`src/rtl/fifo_block_packer.sv`:
```
// Packs show-ahead FIFO bytes MSB-first into fixed-width blocks for the RSA core.
// Partial blocks are closed (zero-padded) on flush or after an idle timeout.
module fifo_block_packer #(
  parameter int BLOCK_BYTES  = 4,
  parameter int IDLE_TIMEOUT = 1000,
  parameter int CNT_W        = 8
) (
  input  logic                     clk,
  input  logic                     rst,
  input  logic                     fifo_empty,
  input  logic [7:0]               fifo_data,
  output logic                     fifo_rd_en,
  input  logic                     flush,
  output logic [BLOCK_BYTES*8-1:0] blk_data,
  output logic [CNT_W-1:0]         blk_nbytes,
  output logic                     blk_valid,
  input  logic                     blk_ready,
  output logic                     blk_partial
);

  localparam int BW   = BLOCK_BYTES * 8;
  localparam int BC_W = $clog2(BLOCK_BYTES + 1);
  localparam int IC_W = (IDLE_TIMEOUT > 1) ? $clog2(IDLE_TIMEOUT) : 1;
  localparam logic [BC_W-1:0] BC_FULL = BC_W'(BLOCK_BYTES);
  localparam logic [IC_W-1:0] IC_LAST = IC_W'((IDLE_TIMEOUT > 0) ? IDLE_TIMEOUT - 1 : 0);

  typedef enum logic {
    COLLECT = 1'b0,
    PRESENT = 1'b1
  } state_e;

  state_e            state_q, state_d;
  logic [BC_W-1:0]   byte_cnt_q, byte_cnt_d;
  logic [IC_W-1:0]   idle_cnt_q, idle_cnt_d;
  logic [BW-1:0]     shreg_q, shreg_d;
  logic [BW-1:0]     blk_data_q, blk_data_d;
  logic [CNT_W-1:0]  blk_nbytes_q, blk_nbytes_d;
  logic              blk_valid_q, blk_valid_d;
  logic              blk_partial_q, blk_partial_d;
  logic              timeout_s;

  // Pop is combinational so the FIFO head advances on the capturing edge.
  assign fifo_rd_en  = (state_q == COLLECT) && !fifo_empty && !rst;
  assign blk_data    = blk_data_q;
  assign blk_nbytes  = blk_nbytes_q;
  assign blk_valid   = blk_valid_q;
  assign blk_partial = blk_partial_q;

  always_comb begin
    state_d       = state_q;
    byte_cnt_d    = byte_cnt_q;
    idle_cnt_d    = idle_cnt_q;
    shreg_d       = shreg_q;
    blk_data_d    = blk_data_q;
    blk_nbytes_d  = blk_nbytes_q;
    blk_valid_d   = blk_valid_q;
    blk_partial_d = blk_partial_q;
    timeout_s     = 1'b0;
    case (state_q)
      COLLECT: begin
        if (fifo_rd_en) begin
          for (int i = 0; i < BLOCK_BYTES; i++) begin
            if (BC_W'(i) == byte_cnt_q) begin
              shreg_d[(BLOCK_BYTES-1-i)*8 +: 8] = fifo_data;
            end else begin
              shreg_d[(BLOCK_BYTES-1-i)*8 +: 8] = shreg_q[(BLOCK_BYTES-1-i)*8 +: 8];
            end
          end
          byte_cnt_d = byte_cnt_q + 1'b1;
        end else begin
          byte_cnt_d = byte_cnt_q;
        end
        // With the timeout disabled the idle counter stays parked at zero.
        if (fifo_rd_en || (byte_cnt_q == '0) || (IDLE_TIMEOUT == 0)) begin
          idle_cnt_d = '0;
        end else begin
          idle_cnt_d = idle_cnt_q + 1'b1;
        end
        timeout_s = (IDLE_TIMEOUT != 0) && !fifo_rd_en &&
                    (byte_cnt_q != '0) && (idle_cnt_q == IC_LAST);
        if ((byte_cnt_d == BC_FULL) || ((flush || timeout_s) && (byte_cnt_d != '0))) begin
          blk_data_d    = shreg_d;
          blk_nbytes_d  = CNT_W'(byte_cnt_d);
          blk_partial_d = (byte_cnt_d != BC_FULL);
          blk_valid_d   = 1'b1;
          idle_cnt_d    = '0;
          state_d       = PRESENT;
        end else begin
          state_d = COLLECT;
        end
      end
      PRESENT: begin
        if (blk_valid_q && blk_ready) begin
          blk_valid_d = 1'b0;
          byte_cnt_d  = '0;
          idle_cnt_d  = '0;
          shreg_d     = '0;
          state_d     = COLLECT;
        end else begin
          state_d = PRESENT;
        end
      end
      default: begin
        state_d = COLLECT;
      end
    endcase
  end

  always_ff @(posedge clk or posedge rst) begin
    if (rst) begin
      state_q       <= COLLECT;
      byte_cnt_q    <= '0;
      idle_cnt_q    <= '0;
      shreg_q       <= '0;
      blk_data_q    <= '0;
      blk_nbytes_q  <= '0;
      blk_valid_q   <= 1'b0;
      blk_partial_q <= 1'b0;
    end else begin
      state_q       <= state_d;
      byte_cnt_q    <= byte_cnt_d;
      idle_cnt_q    <= idle_cnt_d;
      shreg_q       <= shreg_d;
      blk_data_q    <= blk_data_d;
      blk_nbytes_q  <= blk_nbytes_d;
      blk_valid_q   <= blk_valid_d;
      blk_partial_q <= blk_partial_d;
    end
  end

endmodule

```
`config.mk`:
```
export PLATFORM = sky130hd
export DESIGN_NAME = fifo_block_packer
export DESIGN_NICKNAME = d
export VERILOG_FILES = /design/src/rtl/fifo_block_packer.sv
export SDC_FILE = /design/constraint.sdc
export NUM_CORES = 1
export LEC_CHECK = 0
export CAP_MARGIN = 20
export CORE_ASPECT_RATIO = 1.2
export CORE_UTILIZATION = 28
export DETAILED_ROUTE_END_ITERATION = 7
export MAX_ROUTING_LAYER = met4
export RECOVER_POWER = 50
export REMOVE_ABC_BUFFERS = 1
export SLEW_MARGIN = 10
export SYNTH_ARGS = -nofsm -noshare
export SYNTH_HDL_FRONTEND = slang
export SYNTH_SLANG_ARGS = --single-unit
```
`constraint.sdc`:
```
create_clock -name clk -period 4.7 [get_ports clk]
set_input_delay 1.175 -clock clk [delete_from_list [all_inputs] [get_ports clk]]
set_output_delay 1.175 -clock clk [all_outputs]
set_load 0.1 [all_outputs]
```
==> results.ini, run 1 <==
[status]
violations = capacitance limit, slew limit
outcome = finished with violations

[setup_path]
critPathKind = input port to primary output
crit_chain = dlygate4sd3_1 > or3_1 > clkinvlp_2 > buf_4
cp-end-kind = primary output
max_stage_delay_ns = 0.56
rrSetupSlack_ns = 1.86
path_delay_family = buffers and inverters
crit_fanout = 10
startpoint_type = input port
cp_slowest_cell = dlygate4sd3_1
regToRegStartpoint = state_q
path_buf_inv = 3
cp.required_ns = 3.52
critPathArrivalTime_ns = 2.75
startpoint = rst
rr_endpoint = idle_cnt_q[9]
worstRegToRegCells = 6

[clock_network]
cts_buffer_depth = 2
hold_buffers = 0
clk_pin_slew_ns = 0.06
root_buffer = clkbuf_16
h-tree-depth = 3
cts_sinks = 83
cts_resized = 0
cts_tree = done
cts_buffers = 9
clkLatencyLatePin_ns = 0.33
postCtsSetupBuffers = 0

[synthesis]
ys_ff_latch = 83
yosysWarnings = 0
syn_avg_cell_area_um2 = 10.8
synth_cells = 357
synth_seq_area_share_pct = 53.8
synth_area_mm2 = 0.00386
synth_cell_types = 49

[floorplanning]
dieWidth_um = 109
coreArea_mm2 = 0.0134
boundaryPins = 56
die-area_mm2 = 0.0143
initial_core_util_pct = 28.9
die_h_um = 131
rows = 46

[timing]
fin_skew_ns = 0.00848
period_share_pct = 83.5
setup_violations = 0
fmax_mhz = 255
fin_setup_tns_ns = 0
drv_slew = 59
rsz0062_at_grt = no
whs_ns = 0.482
slew_headroom_pct = -1.87
worstMarginPinSlew_ns = 1.53
hold_viol_final = 0
setup_slack_ns = 0.776
layout_min_cycle_time_ns = 3.92

[place]
portBuffers = 50
dp_worst_setup_slack_ns = 0.883
gp_congestion = 0.737
dp_hpwl_mm = 6.22

[worst_hold_path]
holdPathStages = 2
whs_endpoint = shreg_q[14]
hold_start = shreg_q[14]
hold_class = flop to flop

[route]
avgViaCountPerCell = 5.05
drt_iter0_drc = 213
drt_first_pass_iters = 5
drc = 0
num_vias = 2920
routed_wl_mm = 9.42
final_antenna_net_count = 0
wl_per_cell_um = 16.3

[grt]
grt_use_total_pct = 14.6
grt_max_degree = 36
grt_pass1_vias = 2988
antenna_found_initial = 0
grt_first_pass_wirelength_mm = 15.4
grt_overflow_total = 0

[final_layout]
post-route-util_pct = 35.9
fin_nets = 424
final_common_cell = dfrtp_1
syn_to_final_growth_pct = 24.2
layout_common_cells = 83 x dfrtp_1, 62 x a21oi_1, 42 x clkdlybuf4s50_1
diodes = 0
drive_gt1_share_pct = 9.51

[flow_run]
drv_cap = 2

[worst min-delay path, delay by kind of cell (launching register included)]
kind	cells	cell delay [ns]
AND/OR/NAND/NOR	1	0.05
AO/OA/AOI/OAI	1	0.06
flip-flops	1	0.34
[worst max path at each step]
stage                              end  slack [ns]  depth (start not counted)
after floorplan            blk_data[0]        0.63                          6
after global placement    blk_data[30]        0.99                          9
after detailed placement  blk_data[27]        0.88                          9
after CTS                   fifo_rd_en        1.01                          4
after global routing       shreg_q[26]        0.67                          3
final                       fifo_rd_en        0.78                          4
[metrics by stage]
stage | cells | cell area, µm²
floorplan | 335 | 3720
detailed placement | 562 | 4500
global placement | 562 | 4500
CTS | 578 | 4810
finish | 578 | 4790
global route | 578 | 4790
[cell families (layout without fill, tap and decap cells)]
logic type / after synthesis / count (layout) / share of synthesized area [%]
AOI/OAI and AO/OA: 136 / 136 / 21.9
DFF: 83 / 83 / 53.8
and+or+nand+nor: 58 / 58 / 7.20
muxes: 35 / 35 / 9.24
buffers and inverters: 34 / 83 / 4.86
adders and majority gates: 6 / 6 / 1.95
xor gates and xnor gates: 4 / 4 / 0.908
other: 1 / 5 / 0.0972
[flip-flops by register name (all words and copies together), names as in the netlist]
signal / flops
blk_nbytes: 3
shreg_q: 32
state_q: 1
blk_data: 32
idle_cnt_q: 10
blk_valid: 1
byte_cnt_q: 3
blk_partial: 1
[routing by layer]
metal  up-vias  track usage [%]  part of all wire [%]
met5         -                -                     0
met4         0             5.33                  0.97
met3         8             3.57                   5.1
met2        75             22.8                    49
met1      1465             18.1                    45
li1       1372                -                     -
[cell type report]
type                            instances  area (µm²)
Inverter                                8        32.5
Fill cell                            1359        8560
Multi-Input combinational cell        244        1600
Sequential cell                        83        2080
Tap cell                              168         210
Clock inverter                          5        60.1
Timing Repair Buffer                   59         558
Clock buffer                           11         253
[synth_stat cells, drive strengths merged]
cell     count  area share (%)
nor2b        2            0.32
nand4        1            0.16
a2111oi      1            0.39
o21bai       1            0.19
nand4b       1            0.23
xor2         3            0.68
or3          2            0.32
nand2       29             2.8
ha           6             1.9
o211a        1            0.26
inv          8            0.84
nand2b       1            0.16
a31oi        1            0.16
nor3b        2            0.39
xnor2        1            0.23
o22ai        3            0.49
mux2i       33             8.6
conb         1           0.097
a21boi       1            0.19
a32o         1            0.26
mux2         2            0.68
a21bo        1            0.26
o21ai       30             3.9
a41oi        1            0.23
nor2         6            0.65
and2         3            0.49
nand3        6            0.78
a21oi       74              11
and3         2            0.32
buf         17             3.1
o211ai       2            0.52
a41o         1            0.26
dfrtp       83              54
a22o        13             3.0
clkbuf       9            0.88
o31ai        1            0.19
a211o        1            0.23
a21o         3            0.58
and4         1            0.23
or2          2            0.32
Power of run 1 is left out: the tool's default activity adds up to more than one toggle a clock period on the data nets, which glitch-free logic cannot reach.
==> run 2, diff against run 1 <==
- clock period: 4.7 -> 3.85 ns (I/O delays scaled with it)
==> run 2 against run 1 <==
The flow still finishes with violations (capacitance limit, slew limit); clock skew down 0.0012 ns; wire length down 2.6%; hold slack worse by 0.0029 ns; cell area up 0.71%; global-route usage down 0.066 points; non-clock buffer count up 1; setup slack worse by 0.37 ns; via count down 2.4%; sequential share of layout area down 0.30 points; die area unchanged; highest routed layer unchanged.
==> results.ini, run 2 (synthesis gave the netlist of run 1 again) <==
[setup_path]
path_buf_inv = 3  ; unchanged
crit_chain = dlygate4sd3_1 > or3_1 > clkinvlp_2 > buf_12
cp-end-kind = primary output
crit_fanout = 10  ; unchanged
cp.required_ns = 2.89  ; -0.63 ns
rrSetupSlack_ns = 1.34  ; -0.52 ns
max_stage_delay_ns = 0.56  ; about the same
cp_slowest_cell = dlygate4sd3_1
critPathArrivalTime_ns = 2.48  ; -0.27 ns
path_delay_family = buffers and inverters
startpoint_type = input port
critPathKind = input port to primary output

[status]
outcome = finished with violations
violations = capacitance limit, slew limit

[timing]
fmax_mhz = 291
slew_headroom_pct = -50.1  ; -48 points
rsz0062_at_grt = no
worstMarginPinSlew_ns = 2.24  ; +0.711 ns
period_share_pct = 89.4
whs_ns = 0.479  ; -0.00294 ns
drv_slew = 49  ; -17%
setup_violations = 0  ; unchanged
hold_viol_final = 0  ; unchanged
fin_setup_tns_ns = 0  ; unchanged
fin_skew_ns = 0.00723  ; -0.00125 ns
layout_min_cycle_time_ns = 3.44

[floorplanning]
die-area_mm2 = 0.0143  ; unchanged
rows = 46  ; unchanged
die_h_um = 131  ; unchanged
boundaryPins = 56  ; unchanged
coreArea_mm2 = 0.0134  ; unchanged
dieWidth_um = 109  ; unchanged
initial_core_util_pct = 28.9  ; unchanged

[route]
wl_per_cell_um = 15.8  ; -2.8%
num_vias = 2851  ; -2.4%
drt_first_pass_iters = 4  ; -1
drc = 0  ; unchanged
routed_wl_mm = 9.18  ; -2.6%
drt_iter0_drc = 142  ; -33%
final_antenna_net_count = 0  ; unchanged
avgViaCountPerCell = 4.92  ; -2.5%

[grt]
top_usage_layer = met2
grt_overflow_total = 0  ; unchanged
grt_max_degree = 50  ; +39%
grt_util_met2_pct = 22.8  ; -0.037 points
grt_use_total_pct = 14.5  ; -0.066 points
antenna_found_initial = 0  ; unchanged
grt_first_pass_wirelength_mm = 15.0  ; -2.2%
met3_usage_pct = 2.53  ; -1.0 points
grtUsageMet1_pct = 18.1  ; unchanged
grt_pass1_vias = 2902  ; -2.9%

[flow_run]
drv_cap = 1  ; -1

[clock_network]
postCtsSetupBuffers = 0  ; unchanged
hold_buffers = 0  ; unchanged
clkLatencyLatePin_ns = 0.34  ; about the same
cts_buffer_depth = 2  ; unchanged
cts_resized = 0  ; unchanged
cts_tree = done
cts_sinks = 83  ; unchanged
h-tree-depth = 3  ; unchanged
cts_buffers = 9  ; unchanged
root_buffer = clkbuf_16
clk_pin_slew_ns = 0.06  ; about the same

[place]
dp_hpwl_mm = 6.08  ; -2.2%
portBuffers = 50  ; unchanged
gp_congestion = 0.769  ; +4.3%

[final_layout]
fin_nets = 425  ; +0.24%
final_common_cell = dfrtp_1
syn_to_final_growth_pct = 25.0
drive_gt1_share_pct = 10.2  ; +0.71 points
num-fill-cells = 1338  ; -1.5%
diodes = 0  ; unchanged
layout_common_cells = 83 x dfrtp_1, 62 x a21oi_1, 47 x clkdlybuf4s50_1

[worst_hold_path]
hold_class = flop to flop

[run 2: changes by cell type in the layout (fill, tap and decap cells not counted), sizes merged]
cell	previous run	this run
inv	7	6
buf	8	10
clkinv	2	4
dlygate4sd3	7	2
clkbuf	13	11
clkdlybuf4s50	42	47
[run 2: final timing paths]
kind	startpoint	endpoint	cells after the start
min	shreg_q[14]	shreg_q[14]	2
max	rst	fifo_rd_en	4
max reg2reg	state_q	blk_valid	7
min reg2reg	shreg_q[14]	shreg_q[14]	2
min in group asynchronous	rst	blk_nbytes[2]	2
max in group asynchronous	rst	shreg_q[24]	2
[run 2: tightest hold or removal path: stages (launching register included)]
cell	delay, ns
dfrtp_1	0.34
nand2_1	0.04
o21ai_0	0.06
[run 2: layout make-up]
type	instances	area [µm²]	area share, %
Tap cell	168	210	4.36
Multi-Input combinational cell	244	1610	33.3
Inverter	8	32.5	0.674
Sequential cell	83	2080	43.0
Clock buffer	10	239	4.95
Timing Repair Buffer	60	594	12.3
Clock inverter	6	65.1	1.35
[run 2: per-layer routing]
metal  vias to the layer above  routed length [µm]
met3                        13                 278
met2                        51                4370
met5                         -                   0
met4                         0                 177
li1                       1377                   -
met1                      1410                4360
[run 2: per-stage QoR]
stage | instances | cell area (µm²) | util [%] | worst slack, ns
finish | 579 | 4820 | 36.1 | 0.409
global route | 579 | 4820 | 36.1 | 0.335
CTS | 579 | 4840 | 36.2 | 0.672
detailed placement | 563 | 4530 | 33.9 | 0.509
global placement | 563 | 4530 | 33.9 | 0.575
floorplan | 335 | 3720 | - | -0.00473
Power of run 2 is left out for the same reason.
==> run 3, diff against run 2 <==
- CORE_MARGIN: default -> 3
- SKIP_LAST_GASP: default -> 1
==> run 3 against run 2 <==
The flow still finishes with violations (capacitance limit, slew limit); via count rose by 1.5%; first-iteration DRC count rose by 7.0%; cell count unchanged; wire length increased by 2.5%; register-to-register slack got worse by 0.11 ns; fmax increased by 0.82%; critical path type is now input port to flop.
==> results.ini, run 3 (synthesis gave the netlist of run 1 again) <==
[place]
portBuffers = 50  ; unchanged
gp_congestion = 0.793  ; +3.2%
post-place-cells = 563  ; unchanged
dp_hpwl_mm = 6.23  ; +2.4%

[route]
drt_first_pass_iters = 4  ; unchanged
final_antenna_net_count = 0  ; unchanged
wl_per_cell_um = 16.2  ; +2.5%
drt_iter0_drc = 152  ; +7.0%
avgViaCountPerCell = 5.00  ; +1.5%
drc = 0  ; unchanged
routed_wl_mm = 9.40  ; +2.5%
num_vias = 2893  ; +1.5%

[grt]
grt_use_total_pct = 13.4  ; -1.1 points
grt_max_degree = 43  ; -14%
grt_first_pass_wirelength_mm = 15.6  ; +3.5%
grt_overflow_total = 0  ; unchanged
grt_pass1_vias = 2979  ; +2.7%
antenna_found_initial = 0  ; unchanged

[floorplanning]
die_h_um = 135  ; +3.1%
initial_core_util_pct = 28.9  ; unchanged
boundaryPins = 56  ; unchanged
rows = 46  ; unchanged
dieWidth_um = 113  ; +3.7%
coreArea_mm2 = 0.0134  ; unchanged
die-area_mm2 = 0.0152  ; +6.8%

[clock_network]
cts_sinks = 83  ; unchanged
cts_resized = 0  ; unchanged
root_buffer = clkbuf_16
clk_pin_slew_ns = 0.06  ; about the same
h-tree-depth = 3  ; unchanged
clkLatencyLatePin_ns = 0.34  ; about the same
cts_buffer_depth = 2  ; unchanged
cts_buffers = 9  ; unchanged
hold_buffers = 0  ; unchanged
postCtsSetupBuffers = 0  ; unchanged
cts_tree = done

[timing]
period_share_pct = 88.6  ; -0.72 points
layout_min_cycle_time_ns = 3.41  ; -0.0279 ns
drv_slew = 42  ; -14%
fin_setup_tns_ns = 0  ; unchanged
worstMarginPinSlew_ns = 1.92  ; -0.317 ns
slew_headroom_pct = -28.8  ; +21 points
fmax_mhz = 293  ; +0.82%
setup_violations = 0  ; unchanged
hold_viol_final = 0  ; unchanged
fin_skew_ns = 0.00578  ; -0.00145 ns
rsz0062_at_grt = no

[worst_hold_path]
hold_start = shreg_q[3]
whs_endpoint = shreg_q[3]
holdPathStages = 2  ; unchanged
hold_class = flop to flop

[setup_path]
cp.required_ns = 4.07  ; +1.18 ns
critPathKind = input port to flop
startpoint = rst
rrSetupSlack_ns = 1.23  ; -0.11 ns
crit_fanout = 16  ; +6
worstRegToRegCells = 7  ; unchanged
regToRegStartpoint = byte_cnt_q[0]
critPathArrivalTime_ns = 3.63  ; +1.15 ns
startpoint_type = input port
cp-end-kind = flop
rr_endpoint = shreg_q[30]

[final_layout]
syn_to_final_growth_pct = 24.9  ; about the same
layout_common_cells = 83 x dfrtp_1, 62 x a21oi_1, 48 x clkdlybuf4s50_1
fin_nets = 425  ; unchanged
drive_gt1_share_pct = 10.5  ; +0.24 points
diodes = 0  ; unchanged
layout.cells.non_filler = 579  ; unchanged
final_common_cell = dfrtp_1

[status]
outcome = finished with violations
violations = capacitance limit, slew limit

[flow_run]
drv_cap = 1  ; unchanged

[run 3: layout make-up]
type	count	area, µm²
inverter	8	33.8
multi-input combinational	244	1610
clock buffer	13	280
tap	168	210
sequential	83	2080
fill	1338	8530
clock inverter	3	20.0
timing repair buffer	60	591
[run 3: worst max path at each step]
stage / cells past startpoint / endpoint / slack, ns
floorplan: 6 / blk_data[0] / -0.005
global placement: 8 / blk_data[7] / 0.50
detailed placement: 8 / blk_data[23] / 0.42
CTS: 4 / fifo_rd_en / 0.63
global route: 6 / shreg_q[30] / 0.31
finish: 6 / shreg_q[30] / 0.44
[run 3: per-layer routing]
layer / vias up / global-route usage (%) / part of all wire, %
li1: 1375 / - / -
met5: - / - / 0
met2: 63 / 21.0 / 48
met4: 0 / 5.68 / 2.5
met3: 16 / 3.32 / 4.5
met1: 1439 / 16.6 / 45
[run 3: per-stage QoR]
| stage | util [%] | hold slack (ns) | cell area, µm² | worst slack [ns] |
|---|---|---|---|---|
| 6_report | 36.1 | 0.477 | 4820 | 0.437 |
| 5_1_grt | 36.1 | 0.505 | 4820 | 0.313 |
| 4_1_cts | 36.2 | 0.485 | 4830 | 0.633 |
| 3_5_place_dp | 33.9 | 0.471 | 4530 | 0.416 |
| 3_3_place_gp | 33.9 | 0.462 | 4530 | 0.497 |
| 2_1_floorplan | - | 0.449 | 3720 | -0.00473 |
[run 3: critical path, cell delays in order]
cell and delay (ns):
dlygate4sd3_1 0.58, or3_1 0.42, nor2_2 0.13, clkbuf_1 0.78, o21ai_1 0.46, a22o_1 0.29
Power of run 3 is left out for the same reason.
